===== config.mk =====
export PLATFORM = sky130hd
export DESIGN_NAME = rf_wb_arbiter
export DESIGN_NICKNAME = d
export VERILOG_FILES = /design/src/rtl/rf_pkg.sv /design/src/rtl/rr_arb2.sv /design/src/rtl/rf_wb_arbiter.sv
export SDC_FILE = /design/constraint.sdc
export NUM_CORES = 1
export LEC_CHECK = 0
export ABC_CLOCK_PERIOD_IN_PS = 6130
export CORE_ASPECT_RATIO = 1.75
export CORE_MARGIN = 5
export CORE_UTILIZATION = 40
export CTS_BUF_LIST = sky130_fd_sc_hd__clkbuf_16
export CTS_CLUSTER_DIAMETER = 150
export DETAILED_ROUTE_END_ITERATION = 6
export PLACE_DENSITY = 0.75
export SKIP_LAST_GASP = 1
export SLEW_MARGIN = 30
export SYNTH_ARGS = -nofsm -noshare
export SYNTH_HDL_FRONTEND = slang
export SYNTH_SLANG_ARGS = --single-unit

===== constraint.sdc =====
create_clock -name clk -period 6.13 [get_ports clk]
set_input_delay 1.226 -clock clk [delete_from_list [all_inputs] [get_ports clk]]
set_output_delay 1.226 -clock clk [all_outputs]
set_load 0.01 [all_outputs]

===== src/rtl/rf_pkg.sv =====
// rtl/rf_pkg.sv - shared sizes and write-back request type for the register file arbiter
package rf_pkg;
  localparam int NUM_REGS = 32;
  localparam int ADDR_W   = 5;
  localparam int DATA_W   = 32;

  localparam logic [ADDR_W-1:0] ZERO_REG = '0;

  typedef struct packed {
    logic              valid;
    logic [ADDR_W-1:0] addr;
    logic [DATA_W-1:0] data;
  } wb_req_t;
endpackage


===== src/rtl/rr_arb2.sv =====
// rtl/rr_arb2.sv - two-input round-robin arbiter with a registered last-grant pointer
module rr_arb2 (
  input  logic       clk,
  input  logic       rst_n,
  input  logic [1:0] i_req,
  output logic [1:0] o_gnt,
  output logic       o_xfer
);
  // 1 means requester 1 won the most recent transfer, so requester 0 wins the first tie
  logic r_last;
  logic [1:0] w_gnt;

  always_comb begin
    w_gnt = 2'b00;
    if (rst_n) begin
      if (i_req[0] && i_req[1]) begin
        w_gnt = r_last ? 2'b01 : 2'b10;
      end else begin
        w_gnt = i_req;
      end
    end
  end

  assign o_gnt  = w_gnt;
  assign o_xfer = |w_gnt;

  always_ff @(posedge clk) begin
    if (!rst_n) begin
      r_last <= 1'b1;
    end else if (|w_gnt) begin
      r_last <= w_gnt[1];
    end
  end
endmodule


===== src/rtl/rf_wb_arbiter.sv =====
// rtl/rf_wb_arbiter.sv - shares the register file write port between two write-back sources and tracks pending writes
module rf_wb_arbiter import rf_pkg::*; (
  input  logic                clk,
  input  logic                rst_n,
  input  logic                req0_valid,
  input  logic [ADDR_W-1:0]   req0_addr,
  input  logic [DATA_W-1:0]   req0_data,
  output logic                req0_ready,
  input  logic                req1_valid,
  input  logic [ADDR_W-1:0]   req1_addr,
  input  logic [DATA_W-1:0]   req1_data,
  output logic                req1_ready,
  input  logic                rsv_valid,
  input  logic [ADDR_W-1:0]   rsv_addr,
  output logic                rsv_ready,
  input  logic [ADDR_W-1:0]   rs_addr,
  input  logic [ADDR_W-1:0]   rt_addr,
  output logic                rs_busy,
  output logic                rt_busy,
  output logic                rf_we,
  output logic [ADDR_W-1:0]   rf_waddr,
  output logic [DATA_W-1:0]   rf_wdata,
  output logic [NUM_REGS-1:0] busy_vec
);
  wb_req_t w_req0;
  wb_req_t w_req1;
  logic [1:0]          w_gnt;
  logic                w_xfer;
  logic [ADDR_W-1:0]   w_waddr;
  logic [DATA_W-1:0]   w_wdata;
  logic                w_rsv_ok;
  logic [NUM_REGS-1:0] w_busy_next;

  logic                r_we;
  logic [ADDR_W-1:0]   r_waddr;
  logic [DATA_W-1:0]   r_wdata;
  logic [NUM_REGS-1:0] r_busy;

  assign w_req0 = '{valid: req0_valid, addr: req0_addr, data: req0_data};
  assign w_req1 = '{valid: req1_valid, addr: req1_addr, data: req1_data};

  rr_arb2 u_arb (
    .clk    (clk),
    .rst_n  (rst_n),
    .i_req  ({w_req1.valid, w_req0.valid}),
    .o_gnt  (w_gnt),
    .o_xfer (w_xfer)
  );

  assign req0_ready = w_gnt[0];
  assign req1_ready = w_gnt[1];
  assign w_waddr    = w_gnt[1] ? w_req1.addr : w_req0.addr;
  assign w_wdata    = w_gnt[1] ? w_req1.data : w_req0.data;

  // A write-back retiring the same register this cycle frees it for a new reservation
  assign w_rsv_ok  = !r_busy[rsv_addr] || (w_xfer && (w_waddr == rsv_addr));
  assign rsv_ready = rst_n && w_rsv_ok;

  always_comb begin
    w_busy_next = r_busy;
    if (w_xfer) begin
      w_busy_next[w_waddr] = 1'b0;
    end
    if (rsv_valid && rsv_ready && (rsv_addr != ZERO_REG)) begin
      w_busy_next[rsv_addr] = 1'b1;
    end
    w_busy_next[ZERO_REG] = 1'b0;
  end

  always_ff @(posedge clk) begin
    if (!rst_n) begin
      r_we    <= 1'b0;
      r_waddr <= '0;
      r_wdata <= '0;
      r_busy  <= '0;
    end else begin
      r_we   <= w_xfer && (w_waddr != ZERO_REG);
      r_busy <= w_busy_next;
      if (w_xfer) begin
        r_waddr <= w_waddr;
        r_wdata <= w_wdata;
      end
    end
  end

  assign rf_we    = r_we;
  assign rf_waddr = r_waddr;
  assign rf_wdata = r_wdata;
  assign busy_vec = r_busy;
  assign rs_busy  = (rs_addr != ZERO_REG) && r_busy[rs_addr];
  assign rt_busy  = (rt_addr != ZERO_REG) && r_busy[rt_addr];
endmodule


==> impl_metrics.env <==
export IMPL_status="finished clean"
export IMPL_grt_pass1_wl_um=26200
export IMPL_grt_antenna_before_repair=0
export IMPL_p_total_mw=1.35
export IMPL_cts_tree="done"
export IMPL_wirelength_um=17300
export IMPL_fillers=946
export IMPL_drive_gt1_frac=0.105
export IMPL_synth_compound_area_share=0.253
export IMPL_slowest_delay_ns=0.78
export IMPL_rsz0062_at_grt="no"
export IMPL_ys_flop_type="dfxtp_1"
export IMPL_fmax_mhz=184
export IMPL_hp_class="reg2reg"
export IMPL_cts_max_level=3
export IMPL_nets=754
export IMPL_async_flop_share=0
export IMPL_area_growth_pct=47.9
export IMPL_holdWs_ns=0.496
export IMPL_initial_core_util=0.403
export IMPL_synth_xor_area_frac=0.00204
export IMPL_critPathKind="in2out"
export IMPL_cts_sinks=70
export IMPL_port_buffers=167
export IMPL_clk_path_buf_depth=2
export IMPL_syn_nets=609
export IMPL_slowest_stage="clkdlybuf4s50_1"
export IMPL_numCtsBuffers=9
export IMPL_muxShareOfSynthArea=0.149
export IMPL_vdd_drop_max_uv=198
export IMPL_core_sq_mm=0.0106
export IMPL_hpwl_um=13200
export IMPL_insertion_delay_ns=0.34
export IMPL_vias=4852
export IMPL_avgViaCountPerCell=6.10
export IMPL_post_route_drc_count=0
export IMPL_placedInstanceArea_sq_mm=0.00601
export IMPL_cts_setup_buffers=0
export IMPL_drv_slew=0
export IMPL_grt_pass1_vias=5001
export IMPL_ys_types=56
export IMPL_synth_top_family_by_area="compound AO/OA/AOI/OAI gates"
export IMPL_maxCapViolations=0
export IMPL_cp_cell_sequence="clkdlybuf4s50_1 -> inv_1 -> a222oi_1 -> nor3_1 -> a2111oi_4 -> a32oi_2 -> nor2_1 -> clkdlybuf4s50_1"
export IMPL_crit_buf_inv=3
export IMPL_ctsHoldBuffers=0
export IMPL_antenna_left=0
export IMPL_avgSynthCellArea_sq_um=8.33
export IMPL_tightest_slew_ns=0.942
export IMPL_dr_pass1_iters=6
export IMPL_finalSetupViolCount=0
export IMPL_cts_root_buf="clkbuf_16"
export IMPL_gp_congestion=0.959
export IMPL_std_cell_rows=50
export IMPL_die_area_sq_mm=0.0130
export IMPL_fin_skew_ns=0.00626
export IMPL_die_x_um=88.3
export IMPL_leakagePower_nw=2.31
export IMPL_detail_route_wl_per_cell_um=21.8
export IMPL_path_delay_family="buffers and inverters"
export IMPL_diodes=0
export IMPL_io_pins=169
export IMPL_synthAdderAreaFrac=0
export IMPL_arrival_ns=4.21
export IMPL_slew_limit_headroom=0.372
export IMPL_grt_max_degree=76
export IMPL_hold_viol_final=0
export IMPL_worst_path_max_fanout=15
export IMPL_critPathRequiredTime_ns=4.90
export IMPL_synth_seq_cells=70
export IMPL_start_kind="primary input"
export IMPL_syn_inst=515
export IMPL_yosysSeqAreaShare=0.327
export IMPL_die_h_um=147
export IMPL_fin_crit_sh=0.886
export IMPL_setup_slack_ns=0.696
export IMPL_end_kind="output pin"
export IMPL_synth_edf_count=0
export IMPL_dp_slack_ns=0.728
export IMPL_yosys_warnings=0
export IMPL_drtIter0Drc=359
export IMPL_fin_setup_tns_ns=0
export IMPL_cp_common_cell="clkdlybuf4s50_1"
export IMPL_powerDensity_mw_per_mm2=213
export IMPL_ctsResizeCount=0
export IMPL_fin_crit_ns=5.43
export IMPL_final_area_sq_mm=0.00634
export IMPL_synth_simple_area_share=0.221
export IMPL_grtUsageTotal=0.259
export IMPL_clk_pin_slew_ns=0.06
export IMPL_syn_area_sq_mm=0.00429
export IMPL_grt_ovfl_total=0
[registers in the layout, summed over array words and instances, names as in the netlist]
register      cells
rf_wdata         32
busy_vec         31
rf_waddr          5
rf_we             1
u_arb.r_last      1
[kinds of logic (layout without fill, tap and decap cells)]
group / count (synthesis) / after routing
simple gates: 211 / 211
compound gates: 143 / 143
flops: 70 / 70
buf+inv: 50 / 200
mux: 39 / 39
other cells: 1 / 1
xor+xnor: 1 / 1
[worst paths after layout]
| check | to | slack [ns] | from | cells past startpoint |
|---|---|---|---|---|
| min | rf_wdata[0] | 0.50 | rf_wdata[0] | 2 |
| max reg2reg | busy_vec[6] | 3.45 | u_arb.r_last | 8 |
| max | rsv_ready | 0.70 | rsv_addr[3] | 8 |
| min reg2reg | rf_wdata[0] | 0.50 | rf_wdata[0] | 2 |
[cells in the mapped netlist (3+ instances only)]
master    instances  area share
and3_1            5      0.0073
a31oi_1          10       0.015
a311oi_1         34       0.069
nor4_1            3      0.0044
o311a_1           7       0.016
o21ai_0          34       0.040
nor4b_1           4      0.0082
dfxtp_1          70        0.33
clkbuf_1         30       0.026
nor3b_1           3      0.0053
a21oi_1          11       0.013
nand3b_1          4      0.0070
nor2b_1           4      0.0058
nor2_1           52       0.046
buf_2             7      0.0082
nor3_1            7      0.0082
inv_1             8      0.0070
a32o_1            6       0.014
mux2_2            7       0.018
o22ai_1           5      0.0073
o211ai_1         15       0.026
nand2b_1          3      0.0044
nand2_1         107       0.094
a211oi_1          3      0.0053
a31o_2            4      0.0082
nand3_1           5      0.0058
or2_2             3      0.0044
mux2i_1          13       0.030
mux4_2           19        0.10
[metrics by stage]
| stage | cells | utilization |
|---|---|---|
| 6_report | 795 | 0.596 |
| 5_1_grt | 795 | 0.596 |
| 4_1_cts | 795 | 0.596 |
| 3_5_place_dp | 779 | 0.565 |
| 3_3_place_gp | 779 | 0.565 |
| 2_1_floorplan | 515 | - |
[report_power, final]
group	internal [mW]	switching [mW]
clock network	0.363	0.221
logic	0.140	0.137
registers	0.478	0.0156
[per-layer routing]
layer	GRT usage	vias up	share of wire
met5	0	-	0
met2	0.463	293	0.51
met1	0.274	2280	0.35
li1	-	2213	-
met4	0.146	0	0.055
met3	0.0494	66	0.087
[cell usage in the layout, fill, tap and decap left out, drive strengths merged, types with 3 or more instances in the layout]
master | netlist | routed
clkdlybuf4s50 | 0 | 167
nand2 | 107 | 107
dfxtp | 70 | 70
nor2 | 53 | 53
o21ai | 35 | 35
a311oi | 34 | 34
mux4 | 19 | 19
o211ai | 15 | 15
mux2i | 13 | 13
inv | 9 | 12
a21oi | 11 | 11
a31oi | 11 | 11
clkbuf | 30 | 9
buf | 11 | 8
mux2 | 7 | 7
o311a | 7 | 7
nor3 | 7 | 7
a32o | 6 | 6
nand3 | 6 | 6
and3 | 5 | 5
o22ai | 5 | 5
nor4b | 5 | 5
nand3b | 4 | 4
nor2b | 4 | 4
or2 | 4 | 4
a31o | 4 | 4
nor3b | 3 | 3
a211oi | 3 | 3
nor4 | 3 | 3
nand2b | 3 | 3
[final cells by class]
cell class	count	area, sq um	share of cell area
inverters	9	33.8	0.00533
multi-input cells	395	2680	0.423
clock inverters	7	105	0.0166
flip-flops and latches	70	1400	0.221
well taps	130	163	0.0256
repair buffers	175	1730	0.273
clock buffers	9	225	0.0355
[worst register-to-register path: stages (launching register included)]
cell and delay (ns):
dfxtp_1 0.33, nand2_1 0.14, nand2_1 0.21, inv_1 0.18
buf_4 0.39, nand3_1 0.13, a21oi_1 0.74, nand2_1 0.14
a32o_1 0.31
Note: power is estimated with default switching activity, not from simulation.
